$ cat src/rtl/alu_pkg.sv
// Shared definitions for the ALU control sequencer: selector codes, aluop/func
// encodings, FSM states and the pure decode function.
package alu_pkg;

  localparam logic [3:0] OPS_AND = 4'b0000;
  localparam logic [3:0] OPS_OR  = 4'b0001;
  localparam logic [3:0] OPS_ADD = 4'b0010;
  localparam logic [3:0] OPS_MOD = 4'b0011;
  localparam logic [3:0] OPS_NOR = 4'b0100;
  localparam logic [3:0] OPS_MUL = 4'b0101;
  localparam logic [3:0] OPS_SUB = 4'b0110;
  localparam logic [3:0] OPS_XOR = 4'b0111;
  localparam logic [3:0] OPS_DIV = 4'b1000;
  localparam logic [3:0] OPS_SLT = 4'b1001;
  localparam logic [3:0] OPS_LUI = 4'b1011;
  localparam logic [3:0] OPS_SRA = 4'b1100;
  localparam logic [3:0] OPS_SRL = 4'b1101;
  localparam logic [3:0] OPS_SLL = 4'b1110;
  localparam logic [3:0] OPS_NOP = 4'b1111;

  localparam logic [3:0] ALUOP_ADD   = 4'b0000;
  localparam logic [3:0] ALUOP_SUB   = 4'b0001;
  localparam logic [3:0] ALUOP_RTYPE = 4'b0010;
  localparam logic [3:0] ALUOP_LUI   = 4'b0011;
  localparam logic [3:0] ALUOP_AND   = 4'b0100;
  localparam logic [3:0] ALUOP_OR    = 4'b0101;
  localparam logic [3:0] ALUOP_SLT   = 4'b0110;
  localparam logic [3:0] ALUOP_XOR   = 4'b0111;
  localparam logic [3:0] ALUOP_NOP   = 4'b1000;
  localparam logic [3:0] ALUOP_SLL   = 4'b1001;
  localparam logic [3:0] ALUOP_SRL   = 4'b1011;
  localparam logic [3:0] ALUOP_SRA   = 4'b1111;

  localparam logic [5:0] FUNC_NOP  = 6'b000000;
  localparam logic [5:0] FUNC_AND  = 6'b100100;
  localparam logic [5:0] FUNC_OR   = 6'b100101;
  localparam logic [5:0] FUNC_ADD  = 6'b100000;
  localparam logic [5:0] FUNC_ADDU = 6'b100001;
  localparam logic [5:0] FUNC_NOR  = 6'b100111;
  localparam logic [5:0] FUNC_SUB  = 6'b100010;
  localparam logic [5:0] FUNC_SUBU = 6'b100011;
  localparam logic [5:0] FUNC_SLT  = 6'b101010;
  localparam logic [5:0] FUNC_SLTU = 6'b101011;
  localparam logic [5:0] FUNC_MUL  = 6'b000010;
  localparam logic [5:0] FUNC_DIV  = 6'b011010;
  localparam logic [5:0] FUNC_MOD  = 6'b011011;

  typedef enum logic [1:0] {
    S_IDLE = 2'b00,
    S_MUL  = 2'b01,
    S_DIV  = 2'b10,
    S_DONE = 2'b11
  } state_e;

  typedef enum logic [1:0] {
    K_SINGLE = 2'b00,
    K_MUL    = 2'b01,
    K_DIV    = 2'b10,
    K_MOD    = 2'b11
  } md_kind_e;

  typedef struct packed {
    logic [3:0] ops;
    logic       illegal;
    md_kind_e   kind;
  } decode_t;

  // With the engine disabled, mul/div/mod fall through to the illegal NOP code.
  function automatic decode_t aluDecode(input logic [3:0] aluop, input logic [5:0] func,
                                        input logic enMulDiv);
    decode_t d;
    d.ops     = OPS_NOP;
    d.illegal = 1'b0;
    d.kind    = K_SINGLE;
    case (aluop)
      ALUOP_ADD: d.ops = OPS_ADD;
      ALUOP_SUB: d.ops = OPS_SUB;
      ALUOP_LUI: d.ops = OPS_LUI;
      ALUOP_AND: d.ops = OPS_AND;
      ALUOP_OR:  d.ops = OPS_OR;
      ALUOP_SLT: d.ops = OPS_SLT;
      ALUOP_XOR: d.ops = OPS_XOR;
      ALUOP_NOP: d.ops = OPS_NOP;
      ALUOP_SLL: d.ops = OPS_SLL;
      ALUOP_SRL: d.ops = OPS_SRL;
      ALUOP_SRA: d.ops = OPS_SRA;
      ALUOP_RTYPE: begin
        case (func)
          FUNC_NOP:              d.ops = OPS_NOP;
          FUNC_AND:              d.ops = OPS_AND;
          FUNC_OR:               d.ops = OPS_OR;
          FUNC_ADD, FUNC_ADDU:   d.ops = OPS_ADD;
          FUNC_NOR:              d.ops = OPS_NOR;
          FUNC_SUB, FUNC_SUBU:   d.ops = OPS_SUB;
          FUNC_SLT, FUNC_SLTU:   d.ops = OPS_SLT;
          FUNC_MUL: begin
            if (enMulDiv) begin
              d.ops  = OPS_MUL;
              d.kind = K_MUL;
            end else begin
              d.illegal = 1'b1;
            end
          end
          FUNC_DIV: begin
            if (enMulDiv) begin
              d.ops  = OPS_DIV;
              d.kind = K_DIV;
            end else begin
              d.illegal = 1'b1;
            end
          end
          FUNC_MOD: begin
            if (enMulDiv) begin
              d.ops  = OPS_MOD;
              d.kind = K_MOD;
            end else begin
              d.illegal = 1'b1;
            end
          end
          default: d.illegal = 1'b1;
        endcase
      end
      default: d.illegal = 1'b1;
    endcase
    return d;
  endfunction

endpackage

$ cat src/rtl/alu_ctrl_seq_muldiv_iter.sv
// Iterative unsigned multiply (shift-add) / restoring divide datapath.
// One step per cycle; result_o shows the value after the current step.
module muldiv_iter
  import alu_pkg::*;
#(
  parameter int WIDTH = 32
) (
  input  logic             clk_i,
  input  logic             rst_i,
  input  logic             start_i,
  input  logic             step_i,
  input  md_kind_e         mode_i,
  input  logic [WIDTH-1:0] opa_i,
  input  logic [WIDTH-1:0] opb_i,
  output logic             done_o,
  output logic [WIDTH-1:0] result_o
);

  localparam int CW = $clog2(WIDTH);

  // accQ: product accumulator (mul) or partial remainder (div).
  // aQ: shifting multiplicand or fixed divisor; bQ: multiplier or dividend/quotient.
  logic [WIDTH-1:0] accQ, accD;
  logic [WIDTH-1:0] aQ, aD;
  logic [WIDTH-1:0] bQ, bD;
  logic [CW-1:0]    cntQ;
  md_kind_e         modeQ;

  logic [WIDTH-1:0] mulAcc;
  logic [WIDTH:0]   remShift;
  logic [WIDTH:0]   diff;
  logic             fits;

  always_comb begin
    mulAcc   = accQ + (bQ[0] ? aQ : '0);
    remShift = {accQ, bQ[WIDTH-1]};
    diff     = remShift - {1'b0, aQ};
    fits     = ~diff[WIDTH];
    accD     = accQ;
    aD       = aQ;
    bD       = bQ;
    if (modeQ == K_MUL) begin
      accD = mulAcc;
      aD   = aQ << 1;
      bD   = bQ >> 1;
    end else begin
      accD = fits ? diff[WIDTH-1:0] : remShift[WIDTH-1:0];
      bD   = {bQ[WIDTH-2:0], fits};
    end
  end

  always_comb begin
    result_o = accD;
    case (modeQ)
      K_MUL:   result_o = accD;
      K_DIV:   result_o = bD;
      default: result_o = accD;
    endcase
  end

  assign done_o = (cntQ == '0);

  always_ff @(posedge clk_i or posedge rst_i) begin
    if (rst_i) begin
      accQ  <= '0;
      aQ    <= '0;
      bQ    <= '0;
      cntQ  <= '0;
      modeQ <= K_MUL;
    end else if (start_i) begin
      accQ  <= '0;
      modeQ <= mode_i;
      cntQ  <= CW'(WIDTH - 1);
      if (mode_i == K_MUL) begin
        aQ <= opa_i;
        bQ <= opb_i;
      end else begin
        aQ <= opb_i;
        bQ <= opa_i;
      end
    end else if (step_i) begin
      accQ <= accD;
      aQ   <= aD;
      bQ   <= bD;
      if (cntQ != '0) cntQ <= cntQ - 1'b1;
    end
  end

endmodule

$ cat src/rtl/alu_ctrl_seq.sv
// Registered ALU control: decodes aluop/func into the ALU selector and
// sequences multi-cycle mul/div/mod through the iterative engine.
module alu_ctrl_seq
  import alu_pkg::*;
#(
  parameter int WIDTH     = 32,
  parameter int EN_MULDIV = 1
) (
  input  logic             clk_i,
  input  logic             rst_i,
  input  logic             req_valid_i,
  output logic             req_ready_o,
  input  logic [3:0]       aluop_i,
  input  logic [5:0]       func_i,
  input  logic [WIDTH-1:0] opa_i,
  input  logic [WIDTH-1:0] opb_i,
  output logic [3:0]       ops_o,
  output logic             ops_valid_o,
  output logic             md_busy_o,
  output logic             md_done_o,
  output logic [WIDTH-1:0] md_result_o,
  output logic             div_by_zero_o,
  output logic             illegal_o
);

  state_e           stateQ;
  logic [3:0]       opsQ;
  logic             opsValidQ;
  logic             illegalQ;
  logic             mdDoneQ;
  logic [WIDTH-1:0] mdResultQ;
  logic             divByZeroQ;

  decode_t          dec;
  logic             accept;
  logic             divZero;
  logic             engStart;
  logic             engStep;
  logic             engDone;
  logic [WIDTH-1:0] engResult;

  always_comb begin
    dec      = aluDecode(aluop_i, func_i, EN_MULDIV != 0);
    accept   = req_valid_i && (stateQ == S_IDLE);
    divZero  = (dec.kind inside {K_DIV, K_MOD}) && (opb_i == '0);
    engStart = accept && (dec.kind != K_SINGLE) && !divZero;
    engStep  = (stateQ == S_MUL) || (stateQ == S_DIV);
  end

  muldiv_iter #(.WIDTH(WIDTH)) u_muldiv (
    .clk_i    (clk_i),
    .rst_i    (rst_i),
    .start_i  (engStart),
    .step_i   (engStep),
    .mode_i   (dec.kind),
    .opa_i    (opa_i),
    .opb_i    (opb_i),
    .done_o   (engDone),
    .result_o (engResult)
  );

  // Pulses (ops_valid, md_done, div_by_zero) default low and are raised only
  // on the edge that produces them; ops/illegal change only on accept.
  always_ff @(posedge clk_i or posedge rst_i) begin
    if (rst_i) begin
      stateQ     <= S_IDLE;
      opsQ       <= OPS_NOP;
      opsValidQ  <= 1'b0;
      illegalQ   <= 1'b0;
      mdDoneQ    <= 1'b0;
      mdResultQ  <= '0;
      divByZeroQ <= 1'b0;
    end else begin
      opsValidQ  <= 1'b0;
      mdDoneQ    <= 1'b0;
      divByZeroQ <= 1'b0;
      case (stateQ)
        S_IDLE: begin
          if (accept) begin
            opsQ     <= dec.ops;
            illegalQ <= dec.illegal;
            case (dec.kind)
              K_SINGLE: opsValidQ <= 1'b1;
              K_MUL:    stateQ    <= S_MUL;
              default: begin
                if (divZero) begin
                  stateQ     <= S_DONE;
                  mdDoneQ    <= 1'b1;
                  divByZeroQ <= 1'b1;
                  mdResultQ  <= (dec.kind == K_DIV) ? '1 : opa_i;
                end else begin
                  stateQ <= S_DIV;
                end
              end
            endcase
          end
        end
        S_MUL, S_DIV: begin
          if (engDone) begin
            stateQ    <= S_DONE;
            mdDoneQ   <= 1'b1;
            mdResultQ <= engResult;
          end
        end
        default: stateQ <= S_IDLE;
      endcase
    end
  end

  assign req_ready_o   = (stateQ == S_IDLE);
  assign md_busy_o     = (stateQ == S_MUL) || (stateQ == S_DIV);
  assign ops_o         = opsQ;
  assign ops_valid_o   = opsValidQ;
  assign illegal_o     = illegalQ;
  assign md_done_o     = mdDoneQ;
  assign md_result_o   = mdResultQ;
  assign div_by_zero_o = divByZeroQ;

endmodule

$ cat config.mk
export PLATFORM = sky130hd
export DESIGN_NAME = alu_ctrl_seq
export DESIGN_NICKNAME = d
export VERILOG_FILES = /design/src/rtl/alu_pkg.sv /design/src/rtl/alu_ctrl_seq_muldiv_iter.sv /design/src/rtl/alu_ctrl_seq.sv
export SDC_FILE = /design/constraint.sdc
export NUM_CORES = 1
export LEC_CHECK = 0
export BUFFER_PORTS_ARGS = -buffer_cell sky130_fd_sc_hd__buf_2
export CORE_ASPECT_RATIO = 0.9
export CORE_MARGIN = 2
export CORE_UTILIZATION = 45
export DETAILED_ROUTE_END_ITERATION = 6
export GPL_ROUTABILITY_DRIVEN = 0
export PLACE_DENSITY = 0.66
export SLEW_MARGIN = 40
export SYNTH_ARGS = -nofsm -noshare
export SYNTH_HDL_FRONTEND = slang
export SYNTH_SLANG_ARGS = --single-unit
$ cat constraint.sdc
create_clock -name clk_i -period 4.1 [get_ports clk_i]
set_clock_uncertainty 0.2 [all_clocks]
set_input_delay 0.205 -clock clk_i [delete_from_list [all_inputs] [get_ports clk_i]]
set_output_delay 0.205 -clock clk_i [all_outputs]
set_load 0.01 [all_outputs]
## Word-level counts from Yosys, hierarchy flattened

Index checks and enable logic that the tools add are counted.

- Register bits after elaboration: 145
- Output and inout port bits: 42
- Input bits: 77
- Logic and storage cells: 125

- Reduce and logical (&&, ||, !) cells: 31
- Eq/ne operators: 35
- Multiplexer cells: 43
- Bitwise operators: 1
- Add/sub/neg operators: 3

Operators with widths:

| kind | number |
|---|---|
| 32-bit 2-to-1 mux | 19 |
| 32-bit one-hot mux with 2 select lines | 1 |
| 6-bit equality test, second input constant | 9 |
| 4-bit one-hot mux with 11 select lines | 1 |
| 4-bit one-hot mux with 9 select lines | 1 |
| 33-bit by 32-bit subtractor with 33-bit output | 1 |
| 32-bit adder | 1 |
| 32-bit zero test | 1 |
| 4-bit by 3-bit equality test with 1-bit output, second input constant | 4 |
| 4-bit equality test, second input constant | 4 |
| 5-bit 2-to-1 mux | 3 |
| 13-bit OR reduction | 1 |
| 6-bit by 5-bit equality test with 1-bit output, second input constant | 2 |
| 2-bit nonzero test | 6 |
| 11-bit OR reduction | 1 |
| 1-bit 2-to-1 mux | 10 |
| 2-bit OR reduction | 5 |
| 2-bit equality test, second input constant | 4 |
| 4-bit by 2-bit equality test with 1-bit output, second input constant | 2 |
| 2-bit one-hot mux with 2 select lines | 2 |
| 2-bit by 1-bit equality test with 1-bit output, second input constant | 3 |
| 6-bit by 2-bit equality test with 1-bit output, second input constant | 1 |
| 6-bit zero test | 1 |
| 2-bit 2-to-1 mux | 3 |
| 17 further kinds | 27 |

## Depth between registers and ports, before layout

Gate-level depths: netlist of run 1.

- Word-level depth: 10
- Gate-level depth with buffers: 15

## Cells and area by module

A second synthesis of run 1 with hierarchy kept.

- Cell total of the unflattened synthesis: 1744
- Area, all modules: 13002.5 µm²

Modules (own cells, without submodules):

| module | cells each | times used | area each (µm²) |
|---|---|---|---|
| muldiv_iter | 1479 | 1 | 10512.6 |
| alu_ctrl_seq | 265 | 1 | 2489.9 |

## Least setup slack after synthesis of run 1

OpenSTA, ideal clock, no wires.

- Path kind: reg2reg
- Start: register u_muldiv.bQ[0]
- End: register u_muldiv.accQ[30]
- Slack: 0.611 ns
- Arrival time: 3.195 ns
- Period minus slack after synthesis: 3.489 ns
- Stages on the path, launching flop included: 15
- Setup time: 0.094 ns
- Path through: dfrtp_1 clkbuf_1 and2_1 ha_1 fa_1 a21o_1 a31oi_1 o21ba_2 o31ai_1 and2_1 a211oi_1 o21ai_0 xnor2_1 a22o_1 a211oi_1

- Cells in the longest elaborated chain, start to end: 5

RTL lines:

| item | RTL line | RTL |
|---|---|---|
| start: declaration | alu_ctrl_seq_muldiv_iter.sv:25 | `logic [WIDTH-1:0] bQ, bD;` |
| start signal: assignment | alu_ctrl_seq_muldiv_iter.sv:76 | `bQ <= opb_i;` |
| start signal: assignment | alu_ctrl_seq_muldiv_iter.sv:79 | `bQ <= opa_i;` |
| 32-bit 2-to-1 mux | alu_ctrl_seq_muldiv_iter.sv:35 | `mulAcc = accQ + (bQ[0] ? aQ : '0);` |
| 32-bit adder | alu_ctrl_seq_muldiv_iter.sv:35 |  |
| 32-bit 2-to-1 mux | alu_ctrl_seq_muldiv_iter.sv:42 | `if (modeQ == K_MUL) begin` |
| 32-bit 2-to-1 mux | alu_ctrl_seq_muldiv_iter.sv:81 | `end else if (step_i) begin` |
| 32-bit 2-to-1 mux | alu_ctrl_seq_muldiv_iter.sv:70 | `end else if (start_i) begin` |
| end signal: assignment | alu_ctrl_seq_muldiv_iter.sv:65 | `accQ <= '0;` |
| end signal: assignment | alu_ctrl_seq_muldiv_iter.sv:71 | `accQ <= '0;` |
| end signal: assignment | alu_ctrl_seq_muldiv_iter.sv:82 | `accQ <= accD;` |
| end: declaration | alu_ctrl_seq_muldiv_iter.sv:23 | `logic [WIDTH-1:0] accQ, accD;` |

Every way passes these cells. The select of a mux whose other input is x is not followed.
A chain may end at the register's enable or synchronous reset.

## Worst setup path in the final report of run 1

- Start: register u_muldiv.bQ[0]
- End: register mdResultQ[29] (netlist: md_result_o[29])

- Cells in the longest elaborated chain, start to end: 6

RTL lines:

| item | RTL line | RTL |
|---|---|---|
| 32-bit 2-to-1 mux | alu_ctrl_seq_muldiv_iter.sv:35 |  |
| 32-bit adder | alu_ctrl_seq_muldiv_iter.sv:35 |  |
| 32-bit 2-to-1 mux | alu_ctrl_seq_muldiv_iter.sv:42 |  |
| 32-bit 2-to-1 mux | alu_ctrl_seq_muldiv_iter.sv:54 | `case (modeQ)` |
| 32-bit 2-to-1 mux | alu_ctrl_seq.sv:99 | `if (engDone) begin` |
| 32-bit one-hot mux with 2 select lines | alu_ctrl_seq.sv:77 | `case (stateQ)` |
| end signal: assignment | alu_ctrl_seq.sv:90 | `mdResultQ <= (dec.kind == K_DIV) ? '1 : opa_i;` |
| end signal: assignment | alu_ctrl_seq.sv:102 | `mdResultQ <= engResult;` |
| end: declaration | alu_ctrl_seq.sv:31 | `logic [WIDTH-1:0] mdResultQ;` |

Every way passes these cells. The select of a mux whose other input is x is not followed.

==> summary.txt, run 1 <==
Synthesis
  • Syn Inst Count: roughly 1600
  • Post-synth EDFFs: 0
  • Top cells by area, synth: dfrtp_1 27%, mux2i_1 7.5%, ha_1 6.6%
  • Unique masters post-synth: 86
  • Synth Flop Type: dfrtp_1
  • Syn_area_per_cell: 8.07 um2
  • Seq cells post-synth: around 150
  • Area leader, netlist: dfrtp_1
  • Post-synth top area share: between 20% and 30%
  • Async SR Flop Fraction: 100%
  • Sequential share of the synthesized area: between 20% and 30%
  • Syn Nets: between 1500 and 2000
  • Post-Synthesis Cell Area: around 13000 um2
  • Synth warnings: 0

Setup path
  • FF-to-FF setup slack: 0.20 ns
  • Crit-path cells: and2_1 -> ha_1 -> a211oi_1 -> o211ai_1 -> a221oi_1 -> buf_4 -> o31a_1 -> o21ai_0 -> buf_4 -> a21oi_1 -> xor2_1 -> nor2_1 -> nor2_1 -> o211ai_1
  • Worst setup EP type: flop
  • Family with the most delay on the worst path: compound AO/OA/AOI/OAI gates
  • Slowest stage delay, CP: between 0.5 and 0.6 ns
  • Kind of critical path: flop to flop
  • Crit path DAT: around 4.0 ns
  • Crit path launch type: flop
  • RR Startpoint: u_muldiv.bQ[0]
  • Critical path required time: roughly 4.2 ns
  • Slowest CP cell: dfrtp_2
  • Worst reg2reg path endpoint: md_result_o[29]
  • Critical path peak fanout: 12
  • WP buf/inv: 2
  • Worst R2R Path Depth: 14

Finish
  • Cell area after layout: 15400 um2
  • FF/Latch Area: roughly 3600 um2
  • Ant. Diodes: 0
  • Area of the multi-input gates: approximately 8500 um2
  • P&R area growth vs syn: 21.0%
  • Layout cells sized above 1: around 15%
  • Post-Layout Cell Count: about 2100
  • Final nets: 1906
  • Fill count: ~2600

Clocking
  • Worst-Skew Late Latency: 0.45 ns
  • CTS clk-pin slew, worst paths: around 0.070 ns
  • Clk root buf: clkbuf_16
  • H-Tree Depth: 4
  • Number of clock sinks: about 150
  • CTS tree: done
  • TritonCTS Buffers: 17
  • Max clock buf depth: 2

STA
  • Rel. slew slack: between 30% and 40%
  • Slew @ Worst Pin: between 0.9 and 1 ns
  • Final slew viol count: 0
  • Setup ws final: 0.203 ns
  • Part of the cycle the worst path needs: between 90% and 100%
  • RSZ-0062 raised after global routing: no
  • Setup violations, final: 0
  • Fmax achieved: approximately 260 MHz
  • Minimum clock period: a little under 4 ns
  • TNS Setup: 0 ns
  • Final hold viol count: 0

Routing
  • First drt pass iteration count: 6
  • Avg WL per Cell: about 21 um
  • Vias after detailed routing: between 10000 and 15000
  • Antenna-violating nets left: 0
  • Vias per cell: 6.34
  • # DRC: 0
  • DR iter-0 viols: around 1600
  • Routed wire length: approximately 46 mm

Die
  • Die Y: ~160 um
  • Initial cell density of the core: 45.7%
  • Io pins: ~120
  • Die width: ~180 um
  • # rows: a little under 60
  • Core box area: 27900 um2
  • Total die area: around 30000 um2

Power
  • P per Cell Area: approximately 740 nW/um2
  • P_leak: 7.46 nW
  • Worst VDD drop: around 1.2 mV

Global route
  • Initial antenna violation count: 0
  • Busiest grt layer: met2
  • Largest net degree at the start of global routing: 146
  • M2 GR Usage: around 47%
  • Met3 usage: ~7.4%
  • Global-route wire length before repair: around 71 mm
  • Final global-route overflow total: 0
  • GRT Total Usage: roughly 30%
  • Vias in the first global route: 12800
  • GR Util met1: 42.3%

Placement
  • Placed insts: roughly 2000
  • I/O Buffers: between 100 and 150
  • DP Area: between 10000 and 15000 um2
  • Post-DP HPWL: between 30 and 40 mm
  • Setup WS pre-CTS: ~0.086 ns

Outcome
  • Status: completed

Hold path
  • Hold path depth: 3
  • Min-Delay Startpoint: opa_i[9]
  • Hold Path Class: input port to flop
  • Hold worst-path end: u_muldiv.aQ[9]

Run
  • Max cap viols: 0
-- cells in the mapped netlist, drive strengths merged (4+ instances only) --
cell / number
nand2: 182
a21oi: 149
dfrtp: 140
o21ai: 123
nor2: 105
mux2i: 96
clkbuf: 76
ha: 67
nand3: 66
inv: 58
xnor2: 40
and2: 39
nor3: 35
o221ai: 34
o211a: 33
buf: 30
o211ai: 29
or3: 26
a211oi: 25
a31oi: 23
xor2: 22
nand4: 18
mux2: 15
nor4: 14
o31ai: 14
a21o: 13
nand2b: 9
o21a: 8
o21bai: 8
and3: 7
nor2b: 6
a221oi: 5
dfstp: 5
a2111oi: 4
-- metrics by stage --
step,hold slack [ns],utilization (%),total power (W)
2_1_floorplan,0.175,-,0.00724
3_3_place_gp,0.266,49.4,0.00925
3_5_place_dp,0.275,49.4,0.00933
4_1_cts,0.00356,54.8,0.0110
5_1_grt,0.0411,55.3,0.0121
6_report,0.0137,55.3,0.0113
-- routing by layer --
layer / vias to the layer above / part of all wire, %
met5: - / 0
met4: 0 / 2.3
met3: 89 / 11
met2: 716 / 45
met1: 6541 / 43
li1: 6171 / -
-- sequential cells by signal, summed over array words and instances, names as in the netlist --
signal and flops:
md_result_o 32, u_muldiv.aQ 32, u_muldiv.accQ 32, u_muldiv.bQ 32
u_muldiv.cntQ 5, ops_o 4, stateQ 2, u_muldiv.modeQ 2
div_by_zero_o 1, illegal_o 1, md_done_o 1, ops_valid_o 1
-- repair_timing --
action,4_1_cts,5_1_grt
gates resized for setup,0,8
setup buffers,0,9
hold buffers,95,0
setup endpoints to repair,0,27
endpoints found under the hold margin,210,0
-- how the worst max path moves through the flow --
stage / from / to / cells past startpoint
finish: u_muldiv.bQ[0] / md_result_o[29] / 14
global route: u_muldiv.bQ[0] / md_result_o[29] / 14
CTS: u_muldiv.bQ[31] / u_muldiv.accQ[20] / 14
floorplan: u_muldiv.bQ[0] / u_muldiv.accQ[30] / 14
global placement: u_muldiv.bQ[31] / u_muldiv.accQ[20] / 14
detailed placement: u_muldiv.bQ[31] / md_result_o[20] / 14
-- worst min-delay path: cells and delay by family --
kind / cells / cell delay [ns]
AOI/OAI and AO/OA: 1 / 0.16
buffers and inverters: 1 / 0.13
muxes: 1 / 0.11
-- cell families (layout without fill, tap and decap cells) --
family | after synthesis | in the layout | synth area share (%)
xor gates and xnor gates | 62 | 62 | 4.56
DFF | 145 | 145 | 28.5
adders and majority gates | 69 | 69 | 6.89
muxes | 111 | 111 | 9.10
buffers and inverters | 165 | 359 | 5.26
and+or+nand+nor | 521 | 521 | 19.3
AOI/OAI and AO/OA | 506 | 506 | 26.4
-- where the power goes --
| part | internal [W] | switching [W] |
|---|---|---|
| Sequential | 0.00199 | 0.000586 |
| Clock | 0.000794 | 0.000748 |
| Combinational | 0.00282 | 0.00439 |
-- area by class of cell --
cell class / instances / share of cell area [%]
Clock buffer: 18 / 2.78
Timing Repair Buffer: 268 / 13.1
Clock inverter: 14 / 0.804
Sequential cell: 145 / 23.6
Multi-Input combinational cell: 1269 / 55.3
Tap cell: 360 / 2.92
Inverter: 59 / 1.46
-- placed cells by master, fill, tap and decap left out, drive strengths merged, types with 4 or more instances in the layout --
cell type | synthesis | routed
dfrtp | 140 | 140
a2111oi | 4 | 4
o21ai | 123 | 123
dfstp | 5 | 5
a221oi | 5 | 5
clkinv | 1 | 4
dlygate4sd3 | 0 | 95
xnor2 | 40 | 40
a21o | 13 | 13
ha | 67 | 67
nand2 | 182 | 182
mux2 | 15 | 15
a31oi | 23 | 23
inv | 58 | 63
and3 | 7 | 7
o21a | 8 | 8
o221ai | 34 | 34
nor4 | 14 | 14
nand3 | 66 | 66
nand2b | 9 | 9
o211ai | 29 | 29
or3 | 26 | 26
buf | 30 | 173
a21oi | 149 | 149
a211oi | 25 | 25
o31ai | 14 | 14
clkbuf | 76 | 18
mux2i | 96 | 96
nor3 | 35 | 35
clkinvlp | 0 | 6
xor2 | 22 | 22
and2 | 39 | 39
o21bai | 8 | 8
nand4 | 18 | 18
o211a | 33 | 33
nor2 | 105 | 105
nor2b | 6 | 6
No activity file was read; power rests on OpenSTA's default activity.
==> run 2: changes to the inputs <==
--- a/config.mk
+++ b/config.mk
@@ -5,13 +5,14 @@
 export SDC_FILE = /design/constraint.sdc
 export NUM_CORES = 1
 export LEC_CHECK = 0
+export ABC_AREA = 1
 export BUFFER_PORTS_ARGS = -buffer_cell sky130_fd_sc_hd__buf_2
 export CORE_ASPECT_RATIO = 0.9
 export CORE_MARGIN = 2
 export CORE_UTILIZATION = 45
 export DETAILED_ROUTE_END_ITERATION = 6
 export GPL_ROUTABILITY_DRIVEN = 0
-export PLACE_DENSITY = 0.66
+export PLACE_DENSITY = 0.65
 export SLEW_MARGIN = 40
 export SYNTH_ARGS = -nofsm -noshare
 export SYNTH_HDL_FRONTEND = slang
==> run 2 against run 1 <==
The run now ends with hold timing left. Final cell count rose by 33%. Via count is 16% higher. Clock power is essentially flat. Critical path type is now input port to flop. Largest cell class unchanged. Largest power group unchanged.
==> summary.txt, run 2 <==
Outcome
  • Status: finished with violations (was completed)
  • Failing checks: hold timing

Routing
  • Antenna-violating nets left: 0 (unchanged)
  • # DRC: 0 (unchanged)
  • First drt pass iteration count: 6 (unchanged)
  • DR iter-0 viols: 1768 (was 1569)
  • Routed wire length: 51.2 mm (was 45.9 mm)
  • Vias after detailed routing: 15700 (was 13500)
  • Avg WL per Cell: 18.0 um (was 21.5 um)
  • Vias per cell: 5.54 (was 6.34)

Placement
  • Post-DP HPWL: 38.1 mm (was 31.7 mm)
  • I/O Buffers: 118 (unchanged)

Synthesis
  • Post-synth top area share: 25.2% (was 27.5%)
  • Top cells by area, synth: dfrtp_1 25%, nand2_1 20%, inv_1 10% (was dfrtp_1 27%, mux2i_1 7.5%, ha_1 6.6%)
  • Post-Synthesis Cell Area: 13900 um2 (was 12700 um2)
  • Async SR Flop Fraction: 100% (unchanged)
  • Unique masters post-synth: 51 (was 86)
  • Synth warnings: 0 (unchanged)
  • Syn_area_per_cell: 6.05 um2 (was 8.07 um2)
  • Post-synth EDFFs: 0 (unchanged)
  • Sequential share of the synthesized area: 26.1% (was 28.5%)
  • Synth Flop Type: dfrtp_1 (unchanged)
  • Most instantiated library cell after synthesis: nand2_1 (unchanged)
  • Syn Inst Count: 2300 (was 1579)
  • Area leader, netlist: dfrtp_1 (unchanged)
  • Seq cells post-synth: 145 (unchanged)
  • Commonest cells post-synth: 735 x nand2_1, 378 x inv_1, 188 x nor2_1 (was 182 x nand2_1, 147 x a21oi_1, 140 x dfrtp_1)
  • Syn Nets: 2446 (was 1725)

Power
  • Switch Pwr: 0.00331 W (was 0.00572 W)
  • Sw frac: 46.3% (was 50.5%)
  • Clock share of power: 21.8% (was 13.6%)
  • Total power: 0.00715 W (was 0.0113 W)
  • Worst VDD drop: 0.484 mV (was 1.22 mV)
  • P_int: 0.00384 W (was 0.00561 W)
  • Share of total power in sequential cells: 30.6% (was 22.8%)
  • P per Cell Area: 452 nW/um2 (was 735 nW/um2)
  • Combinational Power Share: 47.6% (was 63.6%)
  • P_leak: 8.77 nW (was 7.46 nW)

STA
  • Final slew viol count: 0 (unchanged)
  • Setup violations, final: 0 (unchanged)
  • Minimum clock period: 3.44 ns (was 3.90 ns)
  • TNS Setup: 0 ns (unchanged)
  • Slew @ Worst Pin: 0.817 ns (was 0.908 ns)
  • Rel. slew slack: 45.4% (was 39.4%)
  • Hold slack: -0.000301 ns (was 0.0137 ns)
  • Part of the cycle the worst path needs: 83.8% (was 95.1%)
  • Final hold viol count: 1 (was 0)
  • RSZ-0062 raised after global routing: no (unchanged)
  • Fmax achieved: 291 MHz (was 257 MHz)

Finish
  • Layout cells sized above 1: 9.66% (was 14.8%)
  • Ant. Diodes: 0 (unchanged)
  • Leading cell type in the layout, fill and taps excluded: nand2_1 (unchanged)
  • Final Core Density: 51.5% (was 55.3%)
  • Final nets: 2566 (was 1906)
  • P&R area growth vs syn: 13.6% (was 21.0%)
  • Most frequent cells in the layout: 734 x nand2_1, 377 x inv_1, 187 x nor2_1 (was 181 x nand2_1, 147 x a21oi_1, 139 x dfrtp_1)

Die
  • Die width: 189 um (was 181 um)
  • Initial cell density of the core: 45.4% (was 45.7%)
  • Total die area: 32300 um2 (was 29700 um2)
  • Core box area: 30700 um2 (was 27900 um2)
  • # rows: 61 (was 58)
  • Die Y: 171 um (was 164 um)
  • Io pins: 119 (unchanged)

Setup path
  • Crit path launch type: input port (was flop)
  • Critical path peak fanout: 48 (was 12)
  • WP buf/inv: 6 (was 2)
  • RR Startpoint: u_muldiv.bQ[31] (was u_muldiv.bQ[0])
  • Worst setup EP type: flop (unchanged)
  • Critical path required time: 4.22 ns (was 4.20 ns)
  • Family with the most delay on the worst path: buffers and inverters (was compound AO/OA/AOI/OAI gates)
  • FF-to-FF setup slack: 0.81 ns (was 0.20 ns)
  • Crit-path cells: dlygate4sd3_1 -> buf_2 -> inv_1 -> nand4_1 -> nor4_1 -> nand3_1 -> nand3_4 -> inv_2 -> buf_4 -> o211ai_1 -> dlygate4sd3_1 -> nand3_1 (was and2_1 -> ha_1 -> a211oi_1 -> o211ai_1 -> a221oi_1 -> buf_4 -> o31a_1 -> o21ai_0 -> buf_4 -> a21oi_1 -> xor2_1 -> nor2_1 -> nor2_1 -> o211ai_1)
  • Crit path DAT: 3.56 ns (was 4.00 ns)
  • Worst R2R Path Depth: 20 (was 14)
  • Slowest stage delay, CP: 0.58 ns (was 0.51 ns)
  • Worst reg2reg path endpoint: md_result_o[31] (was md_result_o[29])
  • Slowest CP cell: nor4_1 (was dfrtp_2)
  • Kind of critical path: input port to flop (was flop to flop)

Clocking
  • Cts repair resizes: 0 (unchanged)
  • TritonCTS Buffers: 17 (unchanged)
  • Worst-Skew Late Latency: 0.45 ns (about the same)
  • CTS tree: done (unchanged)
  • CTS clk-pin slew, worst paths: 0.06 ns (was 0.07 ns)
  • Clk root buf: clkbuf_16 (unchanged)
  • Number of clock sinks: 145 (unchanged)
  • H-Tree Depth: 4 (unchanged)
  • Max clock buf depth: 2 (unchanged)

Global route
  • GR Util met1: 42.1% (was 42.3%)
  • Final global-route overflow total: 0 (unchanged)
  • Largest net degree at the start of global routing: 120 (was 146)
  • Met3 usage: 5.48% (was 7.36%)
  • Initial antenna violation count: 0 (unchanged)
  • Vias in the first global route: 14500 (was 12800)
  • Busiest grt layer: met2 (unchanged)
  • GRT Total Usage: 31.4% (was 30.5%)
  • Global-route wire length before repair: 79.2 mm (was 71.3 mm)
  • M2 GR Usage: 49.4% (was 47.4%)

Hold path
  • Hold Path Class: input port to flop (unchanged)
  • Hold path depth: 4 (was 3)
  • Min-Delay Startpoint: aluop_i[0] (was opa_i[9])
  • Hold worst-path end: ops_o[1] (was u_muldiv.aQ[9])

Run
  • Max cap viols: 0 (unchanged)
## run 2: cell types whose count changed in the layout (fill, tap and decap cells not counted), sizes merged, moves of 38 or more
cell	change
nor2	+92
o21ai	+55
dlygate4sd3	-45
inv	+323
nand2	+567
nand3	+83
and2	-38
mux2i	-96
## run 2: per-layer routing
metal	up-vias	routed length [um]
met5	-	0
met3	128	4330
li1	7562	-
met1	7264	21900
met4	0	2330
met2	780	22600
## run 2: layout make-up
class,count,area (um2)
clock buffer,22,484
clock inverter,9,82.6
fill,3182,14900
inverter,388,1460
multi-input combinational,1680,8370
sequential,145,3630
tap,409,512
timing repair buffer,188,1270
## run 2: logic make-up (layout without fill, tap and decap cells)
kind of cell,after synthesis,in the layout,synth area share (%)
flops,145,145,26.1
compound gates,431,431,17.8
xor+xnor,22,22,1.38
simple gates,1158,1158,34.6
fa+ha+maj,69,69,6.31
buf+inv,475,607,13.8
## run 2: how the worst max path moves through the flow
stage	cells past startpoint	slack [ns]	from	end
global placement	19	0.93	u_muldiv.bQ[31]	md_result_o[4]
CTS	12	0.67	opb_i[23]	u_muldiv.bQ[30]
floorplan	18	1.40	u_muldiv.bQ[0]	u_muldiv.accQ[30]
finish	12	0.66	opb_i[23]	u_muldiv.bQ[30]
detailed placement	20	0.87	u_muldiv.bQ[31]	md_result_o[31]
global route	12	0.44	opb_i[23]	u_muldiv.bQ[24]
## run 2: timing repair
action / in CTS / in global routing
setup buffers: 0 / 0
hold endpoints to repair: 70 / 0
setup endpoints to repair: 0 / 0
hold buffers: 50 / 0
## run 2: power groups by stage
stage                     Sequential (W)  Combinational [W]  Clock [W]
after floorplan                  0.00217            0.00215          0
after global placement           0.00219            0.00325          0
after detailed placement         0.00219            0.00331          0
after CTS                        0.00218            0.00336    0.00156
after global routing             0.00222            0.00377    0.00163
final                            0.00219            0.00340    0.00156
## run 2: per-stage QoR
stage	cells	setup slack, ns	area (um2)	hold WS (ns)
after floorplan	2300	1.40	13900	0.176
after global placement	2760	0.933	14700	0.0237
after detailed placement	2760	0.875	14700	0.0280
after CTS	2841	0.668	15800	0.00234
after global routing	2841	0.439	15800	0.0138
final	2841	0.664	15800	-0.000301
## run 2: worst register-to-register path: stages (launching register included)
cell and delay [ns]:
dfrtp_1 0.34, inv_1 0.10, ha_1 0.25, fa_1 0.47, inv_1 0.11, nand2_1 0.05, nand2_1 0.09, nand3_1 0.09
nand2_2 0.12, nand2_2 0.07, nand2_4 0.08, nand2_4 0.05, nand2_2 0.07, nand2_2 0.07, nand2_4 0.38, nand2_1 0.10
nand2_1 0.10, nand2_1 0.07, nand3_1 0.14, nand2_1 0.11, a21oi_2 0.14
==> run 3: changes to the inputs <==
--- a/config.mk
+++ b/config.mk
@@ -5,14 +5,13 @@
 export SDC_FILE = /design/constraint.sdc
 export NUM_CORES = 1
 export LEC_CHECK = 0
-export ABC_AREA = 1
+export ABC_AREA = 0
 export BUFFER_PORTS_ARGS = -buffer_cell sky130_fd_sc_hd__buf_2
 export CORE_ASPECT_RATIO = 0.9
 export CORE_MARGIN = 2
 export CORE_UTILIZATION = 45
 export DETAILED_ROUTE_END_ITERATION = 6
 export GPL_ROUTABILITY_DRIVEN = 0
-export PLACE_DENSITY = 0.65
 export SLEW_MARGIN = 40
 export SYNTH_ARGS = -nofsm -noshare
 export SYNTH_HDL_FRONTEND = slang
==> constraint.sdc (replaced) <==
create_clock -name clk_i -period 3.2 [get_ports clk_i]
set_clock_uncertainty 0.2 [all_clocks]
set_input_delay 0.16 -clock clk_i [delete_from_list [all_inputs] [get_ports clk_i]]
set_output_delay 0.16 -clock clk_i [all_outputs]
set_load 0.01 [all_outputs]
==> run 3 against run 2 <==
The flow finishes with violations (setup timing). Cell area up 18%. Count of clock-buffer cells in the layout down 3. Critical endpoint is now md_result_o[4]. Critical path type is now flop to flop. Die area down 8.3%.
==> summary.txt, run 3 (synthesis gave the netlist of run 1 again) <==
Outcome
  • Status: finished with violations (unchanged)
  • Failing checks: setup timing (was hold timing)

Setup path
  • Worst reg2reg path endpoint: md_result_o[4] (was md_result_o[31])
  • Family with the most delay on the worst path: compound AO/OA/AOI/OAI gates (was buffers and inverters)
  • Crit path DAT: 3.59 ns (was 3.56 ns)
  • Critical path required time: 3.31 ns (was 4.22 ns)
  • Worst R2R Path Depth: 14 (was 20)
  • Worst setup EP type: flop (unchanged)
  • FF-to-FF setup slack: -0.28 ns (was 0.81 ns)
  • Crit-path cells: inv_2 -> ha_4 -> fa_2 -> nand2b_4 -> a21oi_4 -> o21ai_4 -> a21oi_4 -> o31ai_4 -> o2bb2ai_4 -> xnor2_4 -> buf_12 -> mux2_4 -> o211ai_1 -> a31oi_1 (was dlygate4sd3_1 -> buf_2 -> inv_1 -> nand4_1 -> nor4_1 -> nand3_1 -> nand3_4 -> inv_2 -> buf_4 -> o211ai_1 -> dlygate4sd3_1 -> nand3_1)
  • Slowest CP cell: dfrtp_1 (was nor4_1)
  • Worst path most repeated cell: a21oi_4
  • Kind of critical path: flop to flop (was input port to flop)
  • Slowest stage delay, CP: 0.38 ns (was 0.58 ns)
  • Critical path peak fanout: 7 (was 48)
  • WP buf/inv: 2 (was 6)
  • RR Startpoint: u_muldiv.bQ[31] (unchanged)
  • Crit path launch type: flop (was input port)

Die
  • Core box area: 27900 um2 (was 30700 um2)
  • Initial cell density of the core: 45.7% (was 45.4%)
  • Io pins: 119 (unchanged)
  • # rows: 58 (was 61)
  • Die Y: 164 um (was 171 um)
  • Die width: 181 um (was 189 um)
  • Total die area: 29700 um2 (was 32300 um2)

STA
  • Final slew viol count: 0 (unchanged)
  • Part of the cycle the worst path needs: 109%
  • Fmax achieved: around 290 MHz
  • Slew @ Worst Pin: 0.645 ns (was 0.817 ns)
  • Rel. slew slack: 57.0% (was 45.4%)
  • RSZ-0062 raised after global routing: yes (was no)
  • Setup violations, final: 58 (was 0)
  • Final hold viol count: 0 (was 1)
  • Hold slack: 0.00333 ns (was -0.000301 ns)
  • Setup ws final: -0.278 ns (was 0.664 ns)
  • Minimum clock period: around 3.5 ns

Clocking
  • TritonCTS Buffers: 17 (unchanged)
  • Worst-Skew Late Latency: 0.45 ns (about the same)
  • CTS tree: done (unchanged)
  • Clk root buf: clkbuf_16 (unchanged)
  • H-Tree Depth: 4 (unchanged)
  • Max clock buf depth: 2 (unchanged)
  • Number of clock sinks: 145 (unchanged)
  • CTS clk-pin slew, worst paths: 0.07 ns (was 0.06 ns)

Finish
  • Leading cell type in the layout, fill and taps excluded: buf_4 (was nand2_1)
  • Ant. Diodes: 0 (unchanged)
  • Final nets: 2210 (was 2566)
  • Most frequent cells in the layout: 320 x buf_4, 178 x nand2_1, 139 x dfrtp_1 (was 734 x nand2_1, 377 x inv_1, 187 x nor2_1)
  • P&R area growth vs syn: 47.0% (was 13.6%)
  • Post-Layout Cell Count: 2437 (was 2841)
  • Layout cells sized above 1: 33.1% (was 9.66%)

Hold path
  • Hold path depth: 4 (unchanged)
  • Min-Delay Startpoint: aluop_i[0] (unchanged)
  • Hold worst-path end: ops_o[3] (was ops_o[1])
  • Hold Path Class: input port to flop (unchanged)

Global route
  • Met3 usage: 8.34% (was 5.48%)
  • Global-route wire length before repair: 79.3 mm (was 79.2 mm)
  • Final global-route overflow total: 0 (unchanged)
  • GR Util met1: 48.7% (was 42.1%)
  • Vias in the first global route: 14100 (was 14500)
  • Busiest grt layer: met2 (unchanged)
  • Largest net degree at the start of global routing: 146 (was 120)
  • M2 GR Usage: 51.9% (was 49.4%)
  • Initial antenna violation count: 1 (was 0)
  • GRT Total Usage: 34.2% (was 31.4%)

Routing
  • # DRC: 0 (unchanged)
  • Vias per cell: 6.16 (was 5.54)
  • DR iter-0 viols: 1609 (was 1768)
  • Vias after detailed routing: 15000 (was 15700)
  • Avg WL per Cell: 21.4 um (was 18.0 um)
  • First drt pass iteration count: 6 (unchanged)
  • Antenna-violating nets left: 0 (unchanged)
  • Routed wire length: 52.3 mm (was 51.2 mm)

Placement
  • Placed insts: 2268 (was 2760)
  • I/O Buffers: 118 (unchanged)
  • Post-DP HPWL: 36.6 mm (was 38.1 mm)
  • Setup WS pre-CTS: -0.394 ns (was 0.875 ns)

Power
  • P_leak: 9.16 nW (was 8.77 nW)
  • Worst VDD drop: 0.634 mV (was 0.484 mV)
  • P per Cell Area: 970 nW/um2 (was 452 nW/um2)

Run
  • Max cap viols: 0 (unchanged)
[run 3: cell count changes in the layout (fill, tap and decap cells not counted), sizes merged, moves of 25 or more]
cell,change
a211oi,+25
inv,-320
and2,+38
buf,+332
nor2,-92
or3,+26
nand2,-567
mux2i,+96
o21ai,-55
dlygate4sd3,+51
o211a,+33
xnor2,+31
nand3,-83
[run 3: timing repair]
| action | 4_1_cts | 5_1_grt |
|---|---|---|
| pin swaps | 39 | 60 |
| cloned | 1 | 1 |
| setup endpoints to repair | 63 | 82 |
| endpoints found under the hold margin | 229 | 0 |
| hold buffers | 101 | 0 |
| resized for setup | 93 | 104 |
| setup buffers | 17 | 16 |
[run 3: layout make-up]
type	instances	area (um2)
sequential	145	3640
clock inverter	13	138
inverter	59	225
timing repair buffer	572	4520
multi-input combinational	1269	9310
clock buffer	19	453
tap	360	450
fill	2304	9130
[run 3: worst max-delay path by stage]
stage               startpoint              end  depth (start not counted)
5_1_grt         u_muldiv.aQ[7]  md_result_o[15]                         15
3_5_place_dp    u_muldiv.aQ[3]  md_result_o[27]                         13
6_report       u_muldiv.bQ[31]   md_result_o[4]                         14
3_3_place_gp    u_muldiv.aQ[3]  md_result_o[27]                         13
2_1_floorplan  u_muldiv.bQ[31]  md_result_o[22]                         14
4_1_cts         u_muldiv.aQ[0]   md_result_o[4]                         13
[run 3: worst reg2reg max path, delay by kind of cell, from the launching register on]
kind | cells | cell delay, ns
xor+xnor | 1 | 0.28
buf+inv | 2 | 0.25
fa+ha+maj | 2 | 0.52
flops | 1 | 0.38
mux | 1 | 0.31
compound gates | 7 | 1.24
simple gates | 1 | 0.17
[run 3: where the power goes]
part / leakage, nW / internal [W] / switching, W
Sequential: 1.68 / 0.00255 / 0.000646
Clock: 0.286 / 0.00114 / 0.000955
Combinational: 7.20 / 0.00587 / 0.00701
Total: 9.16 / 0.00956 / 0.00861
[run 3: layer usage]
layer	up-vias	routed length (um)
met5	-	13
met4	2	1190
met3	120	5880
met2	889	22700
met1	7205	22500
li1	6787	-
[run 3: per-stage QoR]
step                      util (%)  total power [W]  TNS (ns)  instance area, um2
after global routing          67.2           0.0192    -13.79               18700
after CTS                     64.9           0.0170     -5.41               18100
after detailed placement      57.2           0.0141    -12.25               15900
final                         67.2           0.0182     -7.92               18700
after floorplan                  -          0.00938         0               12800
after global placement        57.2           0.0139     -8.52               15900
